--- src/rtl/sa_pkg.sv ---
// Shared types for the systolic-array output path.
package sa_pkg;

  // Accumulator width shared with the PE.
  localparam int OC_W_DEF = 48;

  typedef enum logic [1:0] {
    IDLE  = 2'd0,
    SHIFT = 2'd1,
    FLUSH = 2'd2,
    CLEAR = 2'd3
  } drain_state_t;

endpackage

--- src/rtl/sa_drain_fifo.sv ---
// Capture FIFO for drained rows: {row_idx, payload} entries, registered head.
module sa_drain_fifo #(
  parameter int W     = 8,
  parameter int DEPTH = 4,
  parameter int CW    = $clog2(DEPTH) + 1
) (
  input  logic          i_clk,
  input  logic          i_rstn,
  input  logic          push,
  input  logic          pop,
  input  logic [W-1:0]  wdata,
  output logic [W-1:0]  rdata,
  output logic          full,
  output logic          empty,
  output logic [CW-1:0] count
);

  localparam int AW = $clog2(DEPTH);
  localparam logic [CW-1:0] DEPTH_C = CW'(DEPTH);

  logic [W-1:0]    mem [DEPTH];
  logic [AW-1:0]   wr_ptr;
  logic [AW-1:0]   rd_ptr;

  assign full  = (count == DEPTH_C);
  assign empty = (count == '0);
  assign rdata = mem[rd_ptr];

  // Pointer and occupancy update; pointers wrap naturally (DEPTH is a power of 2).
  always_ff @(posedge i_clk or negedge i_rstn) begin
    if (!i_rstn) begin
      wr_ptr <= '0;
      rd_ptr <= '0;
      count  <= '0;
    end else begin
      if (push) wr_ptr <= wr_ptr + 1'b1;
      if (pop)  rd_ptr <= rd_ptr + 1'b1;
      case ({push, pop})
        2'b10:   count <= count + 1'b1;
        2'b01:   count <= count - 1'b1;
        default: ;
      endcase
    end
  end

  // Storage; cleared on reset so the head reads 0 out of reset.
  always_ff @(posedge i_clk or negedge i_rstn) begin
    if (!i_rstn) begin
      for (int i = 0; i < DEPTH; i++) mem[i] <= '0;
    end else if (push) begin
      mem[wr_ptr] <= wdata;
    end
  end

endmodule

--- src/rtl/sa_output_drain.sv ---
// Drains PE accumulators down the c-chain into a FIFO and streams them as rows.
module sa_output_drain
  import sa_pkg::*;
#(
  parameter int N_ROWS     = 4,
  parameter int N_COLS     = 4,
  parameter int OC_W       = OC_W_DEF,
  parameter int FIFO_DEPTH = 4
) (
  input  logic                       i_clk,
  input  logic                       i_rstn,
  input  logic                       i_start,
  input  logic [N_COLS*OC_W-1:0]     i_col_c,
  output logic                       o_shift_en,
  output logic                       o_reg_clear,
  output logic [N_COLS*OC_W-1:0]     o_data,
  output logic [$clog2(N_ROWS)-1:0]  o_row_idx,
  output logic                       o_valid,
  input  logic                       i_ready,
  output logic                       o_busy,
  output logic                       o_done
);

  localparam int RW = $clog2(N_ROWS);
  localparam int DW = N_COLS * OC_W;
  localparam int CW = $clog2(FIFO_DEPTH) + 1;

  drain_state_t  state;
  logic [RW-1:0] cap_cnt;
  logic [RW-1:0] cap_row;
  logic [CW-1:0] count;
  logic          fifo_full;
  logic          fifo_empty;
  logic          push;
  logic          pop;

  // Shift only while there is room; depends on registered occupancy only,
  // so a pop in the same cycle never opens a slot for a push.
  assign o_shift_en = (state == SHIFT) && !fifo_full;
  assign push       = o_shift_en;
  assign o_valid    = !fifo_empty;
  assign pop        = o_valid && i_ready;
  // Bottom row leaves the chain first.
  assign cap_row    = RW'(N_ROWS - 1) - cap_cnt;

  sa_drain_fifo #(
    .W     (RW + DW),
    .DEPTH (FIFO_DEPTH),
    .CW    (CW)
  ) u_fifo (
    .i_clk  (i_clk),
    .i_rstn (i_rstn),
    .push   (push),
    .pop    (pop),
    .wdata  ({cap_row, i_col_c}),
    .rdata  ({o_row_idx, o_data}),
    .full   (fifo_full),
    .empty  (fifo_empty),
    .count  (count)
  );

  // Drain sequencer with registered busy/done/clear outputs.
  always_ff @(posedge i_clk or negedge i_rstn) begin
    if (!i_rstn) begin
      state       <= IDLE;
      cap_cnt     <= '0;
      o_busy      <= 1'b0;
      o_done      <= 1'b0;
      o_reg_clear <= 1'b0;
    end else begin
      o_done      <= 1'b0;
      o_reg_clear <= 1'b0;
      case (state)
        IDLE: if (i_start) begin
          state   <= SHIFT;
          cap_cnt <= '0;
          o_busy  <= 1'b1;
        end
        SHIFT: if (push) begin
          cap_cnt <= cap_cnt + 1'b1;
          if (cap_cnt == RW'(N_ROWS - 1)) state <= FLUSH;
        end
        // Leave once the FIFO is, or is about to be, empty.
        FLUSH: if (fifo_empty || (count == CW'(1) && pop)) begin
          state       <= CLEAR;
          o_done      <= 1'b1;
          o_reg_clear <= 1'b1;
        end
        CLEAR: begin
          state  <= IDLE;
          o_busy <= 1'b0;
        end
        default: state <= IDLE;
      endcase
    end
  end

endmodule

--- config.mk ---
export PLATFORM = sky130hd
export DESIGN_NAME = sa_output_drain
export DESIGN_NICKNAME = d
export VERILOG_FILES = /design/src/rtl/sa_pkg.sv /design/src/rtl/sa_drain_fifo.sv /design/src/rtl/sa_output_drain.sv
export SDC_FILE = /design/constraint.sdc
export NUM_CORES = 1
export LEC_CHECK = 0
export BUFFER_PORTS_ARGS = -buffer_cell sky130_fd_sc_hd__buf_2
export CAP_MARGIN = 20
export CORE_MARGIN = 2
export CORE_UTILIZATION = 33
export CTS_BUF_LIST = sky130_fd_sc_hd__clkbuf_8
export DETAILED_ROUTE_END_ITERATION = 16
export PLACE_DENSITY = 0.59
export SETUP_SLACK_MARGIN = 0.2
export SLEW_MARGIN = 20
export SYNTH_ARGS = -nofsm -noshare
export SYNTH_HDL_FRONTEND = slang
export SYNTH_HIERARCHICAL = 1
export SYNTH_SLANG_ARGS = --single-unit
--- constraint.sdc ---
create_clock -name i_clk -period 6.25 [get_ports i_clk]
set_input_delay 1.875 -clock i_clk [delete_from_list [all_inputs] [get_ports i_clk]]
set_output_delay 1.875 -clock i_clk [all_outputs]
set_load 0.005 [all_outputs]
==> summary.md, run 1 <==
| Metric | Value |
|---|---|
| Leakage power | `between 15 and 20 nW` |
| R2r setup slk | `2.82 ns` |
| Vias per cell | `4.91` |
| Worst Hold Margin | `approximately 0.49 ns` |
| Internal | `16.0 mW` |
| Critical Path RT | `around 4.4 ns` |
| Starting DRT DRC Count | `656` |
| Hold crit path type | `reg2reg` |
| Arrival time at the worst endpoint | `3.08 ns` |
| Area grow syn2layout | `17.9%` |
| WS Path Type | `reg2out` |
| RSZ-0062 raised after global routing | `false` |
| Max VDD drop | `0.249 mV` |
| # resized after CTS | `0` |
| CP max-delay cell | `dfrtp_4` |
| Mean cell area of the mapped netlist | `around 18 sq um` |
| Sequential share of power | `between 30% and 40%` |
| IO buf count | `394` |
| CTS tree | `built` |
| Utilization after layout | `about 39%` |
| Vias post-DR | `~19000` |
| Worst-skew pair later-pin latency | `about 0.82 ns` |
| Main area contributors after synthesis | `dfrtp_1 (58%), mux2_2 (25%), mux4_2 (11%), mux4_1 (1.8%), buf_4 (1.4%)` |
| Status | `finished, final reports clean` |
| Final hold vios | `0` |
| Vias in the first global route | `around 22000` |
| Combinational power share | `40.0%` |
| Global-route wire length before repair | `128000 um` |
| FILL cells | `about 9600` |
| Post-CTS setup buffer count | `0` |
| Crit path launch type | `flip-flop` |
| Wire length per cell | `21.1 um` |
| Power Dens Cells | `577 nW/um^2` |
| Seq/Total Area, Yosys | `57.5%` |
| Clock Tree Buf Depth | `3` |
| Post-layout min period | `4.96 ns` |
| Crit path largest cell delay | `0.97 ns` |
| Net Count, Synth | `2162` |
| CTS Root Cell | `clkbuf_8` |
| DRC viols | `0` |
| Final setup fails | `0` |
| RR Endpoint | `u_fifo/mem[295]` |
| Die X | `327 um` |
| RePlAce Congestion | `0.755` |
| Crit path from | `u_fifo/rd_ptr[0]` |
| Initial Utilization | `33.2%` |
| Max-cap check violation count | `0` |
| DP Cell Count | `3633` |
| Worst R2R Start | `state[1]` |
| Num rows | `118` |
| Clock skew | `0.0547 ns` |
| Clock Pin Slew Worst Setup and Hold Paths | `~0.06 ns` |
| Post-synth top area cell | `dfrtp_1` |
| Post-DRT Antenna Nets | `0` |
| Net switching share of the total power | `a little under a third` |
| 1st-pass router iterations | `4` |
| Final slew viol count | `0` |
| Mapped Cells | `1954` |
| Total I/O pin count | `395` |
| Tot Pwr | `23.3 mW` |
| CTS Buf Count | `approximately 140` |
| Layout Nets | `2607` |
| Gr usage total | `15.5%` |
| Placeable Area | `103000 sq um` |
| H-tree Lvls | `4` |
| Count of warnings emitted by yosys | `6` |
| Setup TNS | `0 ns` |
| Tcrit/Tclk final | `79.3%` |
| Dpl hpwl | `50900 um` |
| Initial antenna violation count | `33` |
| Critical Path Sink Type | `output port` |
| Critical Path, Cell by Cell | `buf_12 > mux4_1 > buf_2` |
| Die height | `approximately 330 um` |
| Crit Path Max Fanout | `between 50 and 60` |
| Gr ovfl total | `0` |
| Die area | `about 110000 sq um` |
| Post-CTS Hold Fix Bufs | `0` |
| P_sw | `~7.3 mW` |
| Reg2Reg Depth | `7` |
| Layout cells sized above 1 | `63.8%` |
| Flops & latches, synth | `789` |
| Max Fclk | `202 MHz` |
| Yosys top cell area share | `57.5%` |
| Clock Sinks | `between 700 and 800` |
| Cell area after synthesis | `34300 sq um` |
| Clock share of power | `approximately 21%` |
| Finished Layout Cells | `3882` |
| Yosys cell types | `31` |
| DRT Wirelength | `82000 um` |
| Worst slew pin tran | `0.988 ns` |
| CP Capture Point | `o_data[82]` |
| Largest net degree at the start of global routing | `145` |
| Worst slew margin | `34.2%` |
## Yosys cell counts
master,number
mux4_1,23
a21oi_1,2
inv_1,12
nor2_1,3
ha_1,11
xnor2_1,2
a22oi_1,1
buf_8,2
nor3_1,2
buf_4,66
a21oi_2,1
o21ai_0,4
fa_1,1
buf_2,42
o32a_2,1
nor2b_1,4
o21ai_1,1
nor2_2,1
o21ai_2,1
dfrtp_1,789
mux2i_1,1
clkbuf_1,5
nand2b_1,1
mux4_2,171
mux2_4,1
and3_1,1
buf_6,15
mux2_2,776
nand2_1,9
and4bb_1,1
xor2_1,4
## power groups by stage
stage | clock network (mW) | logic, mW | registers [mW]
2_1_floorplan | 0 | 6.71 | 8.60
3_3_place_gp | 0 | 9.21 | 9.03
3_5_place_dp | 0 | 9.48 | 9.29
4_1_cts | 5.00 | 9.52 | 9.21
5_1_grt | 5.23 | 10.1 | 9.53
6_report | 4.81 | 9.33 | 9.19
## routing by layer
layer  wire [um]  vias to the layer above  GRT usage, %  share of wire, %
met4        1950                       48          5.48               2.4
met3        6360                      207          5.95               7.8
met1       33700                    10100          18.7                41
met2       39700                      462          25.3                48
met5         300                        -             0              0.37
li1            -                     8248             -                 -
## logic make-up (layout without fill, tap and decap cells)
kind of cell	count (synthesis)	count (layout)	share of synthesized area, %
xor gates and xnor gates	6	6	0.153
muxes	972	972	38.5
other	0	7	0
AOI/OAI and AO/OA	11	11	0.208
adders and majority gates	12	12	0.459
DFF	789	789	57.5
buffers and inverters	142	683	2.82
and+or+nand+nor	22	22	0.324
## worst max-delay path, delay by kind of cell (launching register included)
family / cells / cell delay (ns)
buffers and inverters: 2 / 0.64
DFF: 1 / 0.97
muxes: 1 / 0.62
## metrics by stage
stage / setup slack (ns) / instance area, sq um
after floorplan: 3.06 / 34300
after global placement: 2.00 / 37600
after detailed placement: 2.01 / 37600
after CTS: 1.11 / 40400
after global routing: 1.04 / 40400
final: 1.29 / 40500
## area by class of cell
class | count | area (sq um) | share of cell area [%]
clock inverter | 60 | 348 | 0.860
clock buffer | 182 | 2500 | 6.19
multi-input combinational | 1023 | 13700 | 33.7
tap | 1380 | 1730 | 4.27
antenna | 7 | 17.5 | 0.0433
inverter | 12 | 45.0 | 0.111
sequential | 789 | 19800 | 48.8
timing repair buffer | 429 | 2410 | 5.95
## state kept, by name, summed over array words and instances, names as in the netlist
signal and count:
cap_cnt 2, o_done 1, state 2, u_fifo/wr_ptr 2
o_busy 1, u_fifo/mem 776, u_fifo/count 3, u_fifo/rd_ptr 2
## worst min-delay path by stage
| stage | slack, ns | depth (start not counted) | to | startpoint |
|---|---|---|---|---|
| final | 0.49 | 1 | u_fifo/mem[546] | u_fifo/mem[546] |
| after global routing | 0.51 | 1 | u_fifo/mem[209] | u_fifo/mem[209] |
| after CTS | 0.50 | 1 | u_fifo/mem[511] | u_fifo/mem[511] |
| after detailed placement | 0.48 | 1 | u_fifo/mem[511] | u_fifo/mem[511] |
| after global placement | 0.48 | 1 | u_fifo/mem[172] | u_fifo/mem[172] |
| after floorplan | 0.47 | 1 | u_fifo/mem[439] | u_fifo/mem[439] |
## placed cells by master (no fill, tap or decap), types with 2 or more instances in the layout
| cell | n |
|---|---|
| dfrtp_1 | 787 |
| mux2_2 | 776 |
| buf_2 | 393 |
| clkbuf_8 | 182 |
| mux4_2 | 171 |
| inv_1 | 50 |
| mux4_1 | 23 |
| buf_4 | 22 |
| buf_12 | 13 |
| ha_1 | 11 |
| clkinv_2 | 9 |
| diode_2 | 7 |
| nand2_1 | 5 |
| nor2b_1 | 4 |
| o21ai_0 | 4 |
| inv_6 | 4 |
| xor2_1 | 4 |
| inv_8 | 3 |
| clkinvlp_4 | 3 |
| nand2_4 | 3 |
| nor2_2 | 2 |
| a21oi_1 | 2 |
| nor2_1 | 2 |
| nor3_1 | 2 |
| bufinv_16 | 2 |
| xnor2_1 | 2 |
| dfrtp_4 | 2 |
(Power assumes the default switching activity.)
==> run 2: changes to the inputs <==
PLACE_DENSITY = 0.61   (was 0.59)
clock period = 4.3 ns   (was 6.25 ns; I/O delays follow)
==> run 2 against run 1 <==
  * Sequential cell count unchanged
  * Hold slack better by 0.0011 ns
  * Clock power up 39%
  * Wire length up 0.22%
  * Highest routed layer unchanged
==> summary.md, run 2 (synthesis gave the netlist of run 1 again) <==
| Metric | Value |
|---|---|
| Max Fclk | `260 MHz` |
| 1st-pass router iterations | `6 (+2)` |
| Final setup fails | `0 (unchanged)` |
| Critical Path RT | `3.01 ns (-1.37 ns)` |
| Regs by FF count | `u_fifo/mem x776, u_fifo/count x3` |
| CTS Buf Count | `141 (-2.1%)` |
| WS Path Type | `reg2out` |
| Worst slew margin | `41.1% (+7.0 points)` |
| Gr usage total | `15.7% (+0.15 points)` |
| # resized after CTS | `0 (unchanged)` |
| Arrival time at the worst endpoint | `2.56 ns (-0.52 ns)` |
| Total I/O pin count | `395 (unchanged)` |
| Reg2Reg Depth | `9 (+2)` |
| Vias in the first global route | `22600 (+1.5%)` |
| Starting DRT DRC Count | `687 (+4.7%)` |
| Most flops, register | `u_fifo/mem` |
| Hold crit path type | `in2async` |
| CTS tree | `built` |
| Power Dens Cells | `835 nW/um^2 (+45%)` |
| Initial Utilization | `33.2% (unchanged)` |
| DRT Wirelength | `82100 um (+0.22%)` |
| IO buf count | `394 (unchanged)` |
| H-tree Lvls | `4 (unchanged)` |
| Clock skew | `0.0263 ns (-0.0285 ns)` |
| Leakage power | `17.6 nW (+0.65%)` |
| Final setup margin | `0.452 ns (-0.839 ns)` |
| Clock Pin Slew Worst Setup and Hold Paths | `0.05 ns (about the same)` |
| Tcrit/Tclk final | `89.5%` |
| Critical Path Sink Type | `output port` |
| Placeable Area | `103000 sq um (unchanged)` |
| Dpl ws | `0.972 ns (-1.04 ns)` |
| Die area | `107000 sq um (unchanged)` |
| Commonest non-fill, non-tap cell in the layout | `dfrtp_1` |
| RePlAce Congestion | `0.752 (-0.29%)` |
| Gr ovfl total | `0 (unchanged)` |
| Worst-skew pair later-pin latency | `0.81 ns (about the same)` |
| Max reg flops | `776 (unchanged)` |
| DP Cell Count | `3650 (+0.47%)` |
| Vias per cell | `4.92 (+0.16%)` |
| Clock Tree Buf Depth | `3 (unchanged)` |
| Layout cells sized above 1 | `63.9% (+0.11 points)` |
| DRC viols | `0 (unchanged)` |
| RR Endpoint | `u_fifo/mem[474]` |
| Largest net degree at the start of global routing | `99 (-32%)` |
| Layout Nets | `2625 (+0.69%)` |
| RSZ-0062 raised after global routing | `false` |
| Post-DRT Antenna Nets | `0 (unchanged)` |
| Post-layout min period | `3.85 ns` |
| Crit path launch type | `flip-flop` |
| Tot Pwr | `33.9 mW (+45%)` |
| Post-CTS setup buffer count | `4 (+4)` |
| Num rows | `118 (unchanged)` |
| Initial antenna violation count | `35 (+6.1%)` |
| Status | `finished, final reports clean` |
| Crit Path Max Fanout | `47 (-19%)` |
| Global-route wire length before repair | `129000 um (+0.91%)` |
| Max-cap check violation count | `0 (unchanged)` |
| Dpl hpwl | `51900 um (+2.0%)` |
| CP Capture Point | `o_data[82]` |
| CTS Root Cell | `clkbuf_8` |
| Worst R2R Start | `state[1]` |
| Commonest non-fill, non-tap cells in the layout | `dfrtp_1 (787), mux2_2 (776), buf_2 (393)` |
| Crit path from | `u_fifo/rd_ptr[0]` |
| Die height | `327 um (unchanged)` |
| Wire length per cell | `21.1 um (-0.14%)` |
| Worst slew pin tran | `0.883 ns (-0.105 ns)` |
| Vias post-DR | `19200 (+0.52%)` |
| Post-CTS Hold Fix Bufs | `0 (unchanged)` |
| Final slew viol count | `0 (unchanged)` |
| Clock Sinks | `789 (unchanged)` |
| Setup TNS | `0 ns (unchanged)` |
| Finished Layout Cells | `3896 (+0.36%)` |
| R2r setup slk | `1.84 ns (-0.98 ns)` |
| Max VDD drop | `0.421 mV (+70%)` |
| Die X | `327 um (unchanged)` |
| Final hold vios | `0 (unchanged)` |
| Area grow syn2layout | `18.3%` |
## run 2: changes by cell type in the layout (fill, tap and decap cells not counted), sizes merged
cell and delta:
buf +21, bufinv -1, clkbuf -12, clkinv +5, diode -2, inv +3
## run 2: final cells by class
type,instances,area [sq um]
fillers,9560,62700
flip-flops and latches,789,19800
multi-input cells,1023,13600
repair buffers,450,2740
clock buffers,170,2340
well taps,1380,1730
clock inverters,67,359
inverters,12,45.0
diodes,5,12.5
## run 2: critical path, cell delays in order (launching register included)
cell and delay [ns]:
dfrtp_4 0.46, buf_12 0.14, buf_12 0.28, mux4_1 0.62
buf_2 0.14
## run 2: through the flow
step	utilization [%]	hold WS, ns	instance area, sq um
after floorplan	-	0.470	34300
after CTS	39.3	0.467	40600
after global routing	39.3	0.510	40600
after global placement	36.6	0.478	37900
final	39.3	0.496	40600
after detailed placement	36.6	0.485	37900
## run 2: worst min-delay path by stage
stage	startpoint	to	slack (ns)	depth (start not counted)
finish	i_rstn	u_fifo/mem[541]	0.50	1
global route	i_rstn	u_fifo/mem[511]	0.51	1
CTS	i_rstn	u_fifo/mem[511]	0.47	1
detailed placement	u_fifo/mem[541]	u_fifo/mem[541]	0.49	1
global placement	u_fifo/mem[557]	u_fifo/mem[557]	0.48	1
floorplan	u_fifo/mem[439]	u_fifo/mem[439]	0.47	1
## run 2: per-layer routing
| metal | up-vias | track usage, % | part of all wire (%) |
|---|---|---|---|
| li1 | 8270 | - | - |
| met1 | 10200 | 18.0 | 39 |
| met2 | 441 | 26.5 | 50 |
| met3 | 186 | 6.03 | 7.5 |
| met4 | 58 | 5.55 | 2.4 |
| met5 | - | 0 | 0.39 |
## run 2: where the power goes
| group | leakage, nW | total, mW | internal [mW] | switching (mW) |
|---|---|---|---|---|
| clock | 1.55 | 6.69 | 3.63 | 3.06 |
| sequential | 9.19 | 13.3 | 11.3 | 1.95 |
| combinational | 6.87 | 13.9 | 8.27 | 5.67 |
==> run 3: changes to the inputs <==
CORE_ASPECT_RATIO = 0.6   (was not set)
SYNTH_HIERARCHICAL = not set   (was 1)
==> run 3 against run 2 <==
  * Non-clock buffer count up 4
  * Fmax shrank 2.0%
  * Critical path depth unchanged
  * Global-route usage increased by 0.18 points
  * Sequential cell count unchanged
  * Sequential power about the same
  * Setup slack worse by 0.079 ns
  * Cell count is 1.5% higher
  * Combinational power up 4%
  * Synthesized cell count is 0.51% higher
  * Count of clock-buffer cells in the layout unchanged
  * Sequential share of layout area down 1.3 points
  * Largest cell class unchanged
  * Largest power group unchanged
==> summary.md, run 3 <==
| Metric | Value |
|---|---|
| Status | `finished, final reports clean` |
| Max Fclk | `255 MHz (-2.0%)` |
| Die height | `258 um (-21%)` |
| Hold depth | `2` |
| Vias post-DR | `19200 (+0.31%)` |
| Critical Path Sink Type | `output port` |
| Mapped Cells | `1964 (+0.51%)` |
| Commonest non-fill, non-tap cell in the layout | `dfrtp_1` |
| CP max-delay cell | `mux4_2` |
| Crit path launch type | `flip-flop` |
| Vias in the first global route | `22200 (-2.0%)` |
| Placeable Area | `107000 sq um (+3.5%)` |
| Area grow syn2layout | `17.8%` |
| Critical Path, Cell by Cell | `buf_16 > buf_12 > mux4_2 > buf_2` |
| Hold Path Sink | `u_fifo.mem[775]` |
| RSZ-0062 raised after global routing | `true` |
| Critical Path RT | `3.01 ns (about the same)` |
| Layout Nets | `2630 (+0.19%)` |
| Final setup fails | `0 (unchanged)` |
| 1st-pass router iterations | `4 (-2)` |
| RePlAce Congestion | `0.742 (-1.4%)` |
| Hold Crit Start | `u_fifo.mem[775]` |
| Largest net degree at the start of global routing | `80 (-19%)` |
| Final slew viol count | `0 (unchanged)` |
| Adder-Cell Fraction of Synth Area | `0.529% (+0.070 points)` |
| H-tree Lvls | `4 (unchanged)` |
| Tot Pwr | `35.0 mW (+3.1%)` |
| Worst R2R Start | `u_fifo.count[0]` |
| Max VDD drop | `0.516 mV (+22%)` |
| Dpl hpwl | `53900 um (+3.7%)` |
| WS Path Type | `reg2out` |
| Mux contribution to synthesized area | `39.6% (+1.1 points)` |
| Starting DRT DRC Count | `895 (+30%)` |
| Global-route wire length before repair | `134000 um (+3.7%)` |
| Flops & latches, synth | `789 (unchanged)` |
| Clock skew | `0.0327 ns (+0.00643 ns)` |
| Count of warnings emitted by yosys | `0 (-6)` |
| Post-layout min period | `3.93 ns (+0.0793 ns)` |
| Die X | `427 um (+31%)` |
| Hold crit path type | `reg2reg` |
| Vias per cell | `4.86 (-1.2%)` |
| DRC viols | `0 (unchanged)` |
| Setup TNS | `0 ns (unchanged)` |
| CTS Buf Count | `130 (-7.8%)` |
| Largest family of logic cells by synthesized area | `multiplexers` |
| Yosys top cell area share | `55.7% (-1.8 points)` |
| Layout cells sized above 1 | `53.5% (-10 points)` |
| Die area | `110000 sq um (+3.3%)` |
| Crit path largest cell delay | `0.57 ns (-0.05 ns)` |
| Crit Path Max Fanout | `30 (-36%)` |
| Worst-skew pair later-pin latency | `0.84 ns (+0.03 ns)` |
| Worst path buffer plus inverter count | `3 (unchanged)` |
| Clock Pin Slew Worst Setup and Hold Paths | `0.06 ns (about the same)` |
| Regs by FF count | `u_fifo.mem x776, u_fifo.count x3` |
| Gr ovfl total | `0 (unchanged)` |
| R2r setup slk | `1.35 ns (-0.49 ns)` |
| Clock Sinks | `789 (unchanged)` |
| Mean cell area of the mapped netlist | `18.0 sq um (+2.8%)` |
| Worst slew pin tran | `0.843 ns (-0.0395 ns)` |
| Most flops, register | `u_fifo.mem` |
| Max reg flops | `776 (unchanged)` |
| Ys flop type | `dfrtp_1` |
| Worst slew margin | `43.8% (+2.6 points)` |
| Post-synthesis xor/xnor area fraction | `0.148% (-0.0049 points)` |
| Arrival time at the worst endpoint | `2.64 ns (+0.08 ns)` |
| Cell area after synthesis | `35400 sq um (+3.3%)` |
| Post-CTS setup buffer count | `0 (-4)` |
| Tcrit/Tclk final | `91.3% (+1.8 points)` |
| Gr usage total | `15.8% (+0.18 points)` |
| Num rows | `93 (-21%)` |
| CTS Root Cell | `clkbuf_8` |
| CTS tree | `built` |
| Initial Utilization | `33.1% (-0.062 points)` |
| Count leader, synth | `dfrtp_1` |
| Total I/O pin count | `395 (unchanged)` |
| RR Endpoint | `u_fifo.mem[456]` |
| Power Dens Cells | `837 nW/um^2 (+0.31%)` |
| Post-DRT Antenna Nets | `0 (unchanged)` |
| DRT Wirelength | `85700 um (+4.3%)` |
| Share of flip-flops with an asynchronous set or reset | `100% (unchanged)` |
| IO buf count | `394 (unchanged)` |
| Final setup margin | `0.373 ns (-0.0793 ns)` |
| # resized after CTS | `0 (unchanged)` |
| Main area contributors after synthesis | `dfrtp_1 (56%), mux4_2 (12%), mux2_4 (11%), mux2_1 (8.7%), mux2_2 (7.1%)` |
| Leakage power | `18.9 nW (+7.5%)` |
| Seq/Total Area, Yosys | `55.7% (-1.8 points)` |
| Post-synthesis simple-gate area fraction | `0.544% (+0.22 points)` |
| Kind of cell adding the most delay to the critical path | `buffers and inverters` |
| Final hold vios | `0 (unchanged)` |
| Commonest non-fill, non-tap cells in the layout | `dfrtp_1 (787), buf_2 (393), mux2_1 (274)` |
| Reg2Reg Depth | `7 (-2)` |
| Max-cap check violation count | `0 (unchanged)` |
| Post-synth top area cell | `dfrtp_1` |
| Most common library cells after synthesis | `dfrtp_1 (789), mux2_1 (274), mux2_4 (270), mux2_2 (225), mux4_2 (194)` |
| Area fraction in compound gates after synthesis | `0.339% (+0.13 points)` |
| Initial antenna violation count | `21 (-40%)` |
| Net Count, Synth | `2175 (+0.60%)` |
| Yosys cell types | `29 (-6.5%)` |
| Dpl ws | `1.19 ns (+0.220 ns)` |
| EDFF count, synth | `0 (unchanged)` |
| Clock Tree Buf Depth | `3 (unchanged)` |
| Post-CTS Hold Fix Bufs | `0 (unchanged)` |
| Wire length per cell | `21.7 um (+2.8%)` |
[run 3: changes by cell type after synthesis, sizes merged, moves of 3 or more]
cell	previous run	this run
ha	11	15
inv	12	8
mux2	777	769
nand2	9	16
nand3	0	7
nor2b	4	1
o21ai	6	14
[run 3: cells by family after synthesis]
kind of cell / count (synthesis)
AND/OR/NAND/NOR: 30
XOR/XNOR: 6
buffers and inverters: 139
multiplexers: 964
adder cells (fa/ha/maj): 15
flip-flops: 789
AO/OA/AOI/OAI: 21
[run 3: power breakdown]
group	internal, mW	switching (mW)	leakage [nW]	total (mW)
clock network	3.97	3.13	1.58	7.10
logic	8.70	5.77	8.16	14.5
registers	11.3	2.08	9.20	13.4
total	24.0	11.0	18.9	35.0
[run 3: final cells by class]
cell class / instances / area (sq um)
Fill cell: 9733 / 65200
Sequential cell: 789 / 19800
Multi-Input combinational cell: 1036 / 14600
Timing Repair Buffer: 454 / 2740
Clock buffer: 170 / 2340
Tap cell: 1425 / 1780
Clock inverter: 63 / 484
Inverter: 8 / 30.0
Antenna cell: 10 / 25.0
[run 3: routing by layer]
layer	track usage (%)	share of wire [%]	routed length (um)	up-vias
met5	0	0.17	145	-
met3	4.95	5.7	4910	161
li1	-	-	-	8267
met1	20.8	44	37900	10400
met2	24.7	47	40600	406
met4	5.63	2.5	2170	22
[run 3: worst max-delay path by stage]
stage	slack (ns)	from	to	cells past startpoint
floorplan	1.61	u_fifo.rd_ptr[0]	o_data[18]	4
global placement	1.22	u_fifo.rd_ptr[0]	o_data[51]	4
detailed placement	1.19	u_fifo.rd_ptr[0]	o_data[122]	4
CTS	0.22	u_fifo.rd_ptr[0]	o_data[122]	4
global route	0.19	u_fifo.rd_ptr[0]	o_data[122]	4
finish	0.37	u_fifo.rd_ptr[0]	o_data[122]	4
[run 3: metrics by stage]
step,hold slack (ns),util [%],instance area [sq um],instances
2_1_floorplan,0.444,-,35400,1964
3_3_place_gp,0.459,36.4,38900,3712
3_5_place_dp,0.471,36.4,38900,3712
4_1_cts,0.429,39.0,41700,3945
5_1_grt,0.457,39.0,41800,3952
6_report,0.480,39.1,41800,3955
[run 3: tightest hold or removal path, stage by stage (launching register included)]
cell and delay [ns]:
dfrtp_1 0.34, nand2_1 0.04, o21ai_0 0.06
